File: config.mk
export PLATFORM = sky130hd
export DESIGN_NAME = mem_bus_ctrl
export DESIGN_NICKNAME = d
export VERILOG_FILES = /design/src/rtl/mem.sv /design/src/rtl/mem_bus_ctrl.sv
export SDC_FILE = /design/constraint.sdc
export NUM_CORES = 1
export LEC_CHECK = 0
export BUFFER_PORTS_ARGS = -buffer_cell sky130_fd_sc_hd__buf_2
export CAP_MARGIN = 15
export CORE_MARGIN = 5
export CORE_UTILIZATION = 45
export CTS_CLUSTER_SIZE = 20
export DETAILED_ROUTE_END_ITERATION = 6
export GPL_ROUTABILITY_DRIVEN = 1
export HOLD_SLACK_MARGIN = 0.12
export PLACE_DENSITY_LB_ADDON = 0.05
export SLEW_MARGIN = 20
export SYNTH_ARGS = -nofsm -noshare
export SYNTH_HDL_FRONTEND = slang
export SYNTH_SLANG_ARGS = --single-unit
File: constraint.sdc
create_clock -name clk_in -period 2.73 [get_ports clk_in]
set_input_delay 0.1365 -clock clk_in [delete_from_list [all_inputs] [get_ports clk_in]]
set_output_delay 0.1365 -clock clk_in [all_outputs]
set_load 0.05 [all_outputs]
File: src/rtl/mem.sv
// Shared access-width encoding for the processor data bus.
//   BYTE  - 8-bit access
//   WORD  - 16-bit access
//   DWORD - 32-bit access
package mem;

   typedef enum logic [1:0] {
      BYTE  = 2'd0,
      WORD  = 2'd1,
      DWORD = 2'd2
   } width_t;

endpackage : mem

File: src/rtl/mem_bus_ctrl.sv
// mem_bus_ctrl
// Memory-side controller for the processor data bus. Each single-cycle
// read/write dispatch becomes exactly one access to either the byte-enabled
// data BRAM (addresses below MMIO_BASE) or the req/ack MMIO port.
//
// Ports:
//   clk_in, rst_in           clock (rising edge), async active-low reset
//   dispatch_read_in/_write  one-cycle request pulses (write wins if both)
//   addr_in, mem_width_in    byte address and access width (mem::width_t)
//   write_data_in            right-justified store data
//   busy_out                 transaction in progress (combinational term)
//   read_data_out            right-justified, zero-filled load result
//   misalign_out             sticky misaligned-access flag
//   bram_*                   word address, byte enables, lane data, read data
//   mmio_*                   request/ack port with lane-positioned data
module mem_bus_ctrl #(
   parameter int          ADDR_W       = 14,
   parameter int          READ_LATENCY = 2,
   parameter logic [31:0] MMIO_BASE    = 32'h8000_0000
) (
   input  logic              clk_in,
   input  logic              rst_in,
   input  logic              dispatch_read_in,
   input  logic              dispatch_write_in,
   input  logic [31:0]       addr_in,
   input  logic [1:0]        mem_width_in,
   input  logic [31:0]       write_data_in,
   output logic              busy_out,
   output logic [31:0]       read_data_out,
   output logic              misalign_out,
   output logic [ADDR_W-1:0] bram_addr_out,
   output logic [3:0]        bram_we_out,
   output logic [31:0]       bram_din_out,
   input  logic [31:0]       bram_dout_in,
   output logic              mmio_req_out,
   output logic              mmio_we_out,
   output logic [31:0]       mmio_addr_out,
   output logic [3:0]        mmio_be_out,
   output logic [31:0]       mmio_wdata_out,
   input  logic              mmio_ack_in,
   input  logic [31:0]       mmio_rdata_in
);

   localparam logic [2:0] S_IDLE      = 3'd0;
   localparam logic [2:0] S_RD_WAIT   = 3'd1;
   localparam logic [2:0] S_WR        = 3'd2;
   localparam logic [2:0] S_MMIO_WAIT = 3'd3;
   localparam logic [2:0] S_ERR       = 3'd4;

   // Width encoding 2'b11 is not defined; it is handled as a 32-bit access.
   function automatic logic is_misaligned(input logic [1:0] width, input logic [1:0] off);
      case (width)
         mem::BYTE: is_misaligned = 1'b0;
         mem::WORD: is_misaligned = off[0];
         default:   is_misaligned = (off != 2'b00);
      endcase
   endfunction

   function automatic logic [3:0] lane_be(input logic [1:0] width, input logic [1:0] off);
      case (width)
         mem::BYTE: lane_be = 4'b0001 << off;
         mem::WORD: lane_be = 4'b0011 << off;
         default:   lane_be = 4'b1111;
      endcase
   endfunction

   // Replicating the store data means every enabled lane already holds the
   // right bytes, whatever the offset.
   function automatic logic [31:0] lane_data(input logic [1:0] width, input logic [31:0] data);
      case (width)
         mem::BYTE: lane_data = {4{data[7:0]}};
         mem::WORD: lane_data = {2{data[15:0]}};
         default:   lane_data = data;
      endcase
   endfunction

   function automatic logic [31:0] align_rd(input logic [1:0] width, input logic [1:0] off,
                                            input logic [31:0] data);
      logic [31:0] shifted;
      shifted = data >> {off, 3'b000};
      case (width)
         mem::BYTE: align_rd = {24'h0, shifted[7:0]};
         mem::WORD: align_rd = {16'h0, shifted[15:0]};
         default:   align_rd = shifted;
      endcase
   endfunction

   logic [2:0]  r_state;
   logic [2:0]  r_cnt;
   logic [31:0] r_addr;
   logic [1:0]  r_width;
   logic [31:0] r_wdata;
   logic        r_we;
   logic [31:0] r_rdata;
   logic        r_misalign;

   logic        w_dispatch;
   logic        w_misaligned;
   logic [3:0]  w_be;
   logic        w_mmio_req;

   assign w_dispatch   = dispatch_read_in | dispatch_write_in;
   assign w_misaligned = is_misaligned(mem_width_in, addr_in[1:0]);
   assign w_be         = lane_be(r_width, r_addr[1:0]);
   assign w_mmio_req   = (r_state == S_MMIO_WAIT);

   // busy includes the raw dispatch so the processor stalls on the edge right
   // after it dispatches; gated by reset so every output reads 0 in reset.
   assign busy_out = rst_in & ((r_state != S_IDLE) | w_dispatch);

   assign read_data_out  = r_rdata;
   assign misalign_out   = r_misalign;
   assign bram_addr_out  = r_addr[ADDR_W+1:2];
   assign bram_we_out    = (r_state == S_WR) ? w_be : 4'b0000;
   assign bram_din_out   = lane_data(r_width, r_wdata);
   assign mmio_req_out   = w_mmio_req;
   assign mmio_we_out    = w_mmio_req & r_we;
   assign mmio_addr_out  = r_addr;
   assign mmio_be_out    = w_mmio_req ? w_be : 4'b0000;
   assign mmio_wdata_out = lane_data(r_width, r_wdata);

   // NOTE: sequential state uses non-blocking assignments so every register
   // samples pre-edge values regardless of statement order.
   always_ff @(posedge clk_in or negedge rst_in) begin
      if (!rst_in) begin
         r_state    <= S_IDLE;
         r_cnt      <= 3'd0;
         r_addr     <= 32'h0;
         r_width    <= 2'b00;
         r_wdata    <= 32'h0;
         r_we       <= 1'b0;
         r_rdata    <= 32'h0;
         r_misalign <= 1'b0;
      end else begin
         case (r_state)
            S_IDLE: begin
               if (w_dispatch) begin
                  r_addr  <= addr_in;
                  r_width <= mem_width_in;
                  r_wdata <= write_data_in;
                  r_we    <= dispatch_write_in;
                  if (w_misaligned) begin
                     r_state    <= S_ERR;
                     r_misalign <= 1'b1;
                     // Only a misaligned read clobbers the load result.
                     if (!dispatch_write_in) begin
                        r_rdata <= 32'h0;
                     end
                  end else if (addr_in >= MMIO_BASE) begin
                     r_state <= S_MMIO_WAIT;
                  end else if (dispatch_write_in) begin
                     r_state <= S_WR;
                  end else begin
                     r_state <= S_RD_WAIT;
                     r_cnt   <= 3'(READ_LATENCY);
                  end
               end
            end
            S_RD_WAIT: begin
               if (r_cnt == 3'd0) begin
                  r_rdata <= align_rd(r_width, r_addr[1:0], bram_dout_in);
                  r_state <= S_IDLE;
               end else begin
                  r_cnt <= r_cnt - 3'd1;
               end
            end
            S_MMIO_WAIT: begin
               if (mmio_ack_in) begin
                  if (!r_we) begin
                     r_rdata <= align_rd(r_width, r_addr[1:0], mmio_rdata_in);
                  end
                  r_state <= S_IDLE;
               end
            end
            S_WR:    r_state <= S_IDLE;
            S_ERR:   r_state <= S_IDLE;
            default: r_state <= S_IDLE;
         endcase
      end
   end

endmodule : mem_bus_ctrl
==> metrics.csv <==
stage,metric,value,unit
grt,grt_usage,0.241,
placement,io_buffers,288,
timing,setup_violations,0,
timing,tightestPinTransition,0.711,ns
clock_network,h-tree-depth,3,
outcome,status,completed,
worst_setup_path,cp-end-kind,register,
worst_setup_path,cp.required,2.95,ns
floorplanning,rows,42,
timing,clock.fmax,425,MHz
synth,syn_nets,805,
clock_network,cts-resized-gates,0,
min_path,hold_path.class,in2reg,
detailed_routing,vias,5881,
cells_and_area,fillCellCount,1165,
floorplanning,die_h,126,um
synth,synth_edf_count,0,
detailed_routing,wl_per_cell,17.4,um
cells_and_area,layout.nets,1089,
cells_and_area,final_layout_size_suffix_gt1_frac,0.397,
clock_network,cts-root-buf,clkbuf_16,
clock_network,clock_sinks,106,
grt,grt_max_degree,51,
detailed_routing,wirelength,19700,um
synth,synth_warnings,0,
detailed_routing,vias_per_cell,5.18,
clock_network,clk_pin_slew,0.07,ns
timing,maxSlewHeadroom,0.523,
floorplanning,coreArea,13200,sq um
synth,synth_top_area_cell,dfrtp_1,
synth,syn_avg_cell_area,9.12,sq um
detailed_routing,ant_nets,0,
cells_and_area,syn_to_final_growth,36.9,%
synth,synth_seq_cells,106,
timing,post-route-period-util,0.861,
clock_network,cts_tree,built,
timing,fin_crit,2.35,ns
clock_network,clkLatencyLatePin,0.34,ns
synth,synthArstFlopShare,1.00,
synth,syn_inst,668,
timing,hold_violations,0,
synth,yosysSeqAreaShare,0.435,
synth,synth_cell_types,38,
worst_setup_path,critPathMaxFanout,32,
worst_setup_path,critical_path_class,reg2reg,
timing,fin_tns_setup,0,ns
grt,gr-total-overflow,0,
clock_network,clk_path_buf_depth,2,
flow_run,drv_cap,0,
synth,synthMostInstantiatedCell,nand2_1,
detailed_routing,first_pass_iters,5,
worst_setup_path,crit_path_start_kind,register,
grt,grt_pass1_wl,31200,um
floorplanning,initial_core_util,0.460,
worst_setup_path,cp.arrival,2.57,ns
synth,synth_top_area_frac,0.435,
synth,syn_area,6090,sq um
detailed_routing,drc,0,
synth,synth_ff_type,dfrtp_1,
timing,rsz0062_at_grt,false,
grt,antenna_found_initial,0,
clock_network,cts_buffers,9,
timing,finClkSkew,0.00715,ns
floorplanning,io_pins,289,
detailed_routing,drtIter0Drc,372,
timing,drv_slew,0,
synth,ys_top_cells_by_count,"nand2_1 (212), dfrtp_1 (106), buf_4 (54), mux2_2 (47), mux2i_1 (47)",
synth,synth_area_leaders,"dfrtp_1 (44%), nand2_1 (13%), mux2_2 (8.7%)",
placement,dpl.hpwl,14400,um
placement,routabilityCongestion,0.922,
floorplanning,fp.dieArea,16000,sq um
grt,first_global_vias,5979,
floorplanning,die_width,126,um
## through the flow
stage	cell area [sq um]	util	cells	hold WS [ns]	worst slack [ns]
3_5_place_dp	7330	0.553	1049	0.168	0.409
4_1_cts	8340	0.630	1133	0.134	0.396
5_1_grt	8340	0.630	1133	0.165	0.199
2_1_floorplan	6090	-	668	-0.159	0.0208
3_3_place_gp	7330	0.553	1049	0.165	0.481
6_report	8340	0.630	1135	0.141	0.379
## area by class of cell
type | count | area, sq um | area share
multi-input combinational | 448 | 2820 | 0.338
sequential | 106 | 2650 | 0.318
timing repair buffer | 371 | 2250 | 0.270
clock buffer | 12 | 256 | 0.0307
tap | 176 | 220 | 0.0264
clock inverter | 4 | 73.8 | 0.00885
inverter | 16 | 60.1 | 0.00720
antenna | 2 | 5.00 | 0.000600
## layer usage
| metal | vias up | wire length (um) | track usage |
|---|---|---|---|
| li1 | 2757 | - | - |
| met1 | 2791 | 7610 | 0.288 |
| met4 | 0 | 661 | 0.0978 |
| met2 | 284 | 9810 | 0.414 |
| met3 | 49 | 1620 | 0.0618 |
| met5 | - | 0 | 0 |
## state kept, by name (all words and copies together), names as in the netlist
| name | cells |
|---|---|
| r_we | 1 |
| mmio_addr_out | 32 |
| misalign_out | 1 |
| r_width | 2 |
| read_data_out | 32 |
| r_state | 3 |
| r_cnt | 3 |
| r_wdata | 32 |
## placed cells by master, fill, tap and decap left out, drive strengths merged, types with 10 or more instances in the layout
cell type and n:
inv 16, o21ai 19, dfrtp 106, o22ai 11, dlygate4sd3 68, nor3 10, buf 303, clkbuf 12
mux2 47, mux2i 47, nor2b 14, nor2 25, nand2 212
## path summary, 6_finish.rpt
path | slack, ns | from | cells past startpoint | end
min in group asynchronous | 0.33 | rst_in | 2 | read_data_out[11]
min | 0.14 | dispatch_read_in | 3 | r_we
max reg2reg | 0.38 | r_cnt[0] | 8 | read_data_out[22]
max in group asynchronous | 1.52 | rst_in | 3 | mmio_addr_out[0]
min reg2reg | 0.47 | misalign_out | 1 | misalign_out
max | 0.38 | r_cnt[0] | 8 | read_data_out[22]
## what timing repair did
| action | CTS | global route |
|---|---|---|
| setup endpoints to repair | 0 | 0 |
| endpoints found under the hold margin | 109 | 0 |
| setup buffers | 0 | 0 |
| hold buffers | 68 | 0 |
## logic make-up after synthesis
logic type | share of synthesized area
AOI/OAI and AO/OA | 0.0735
DFF | 0.435
and+or+nand+nor | 0.191
muxes | 0.190
buffers and inverters | 0.106
adders and majority gates | 0.00411
## critical path: stages, from the launching register on
cell and delay [ns]:
dfrtp_1 0.36, inv_1 0.09, ha_1 0.15, ha_1 0.20, mux2i_1 0.11, a222oi_1 0.52
o311ai_4 0.17, buf_4 0.31, mux2_2 0.33
Power is left out: the tool's default activity adds up to more than one toggle a clock period on the data nets, which glitch-free logic cannot reach.
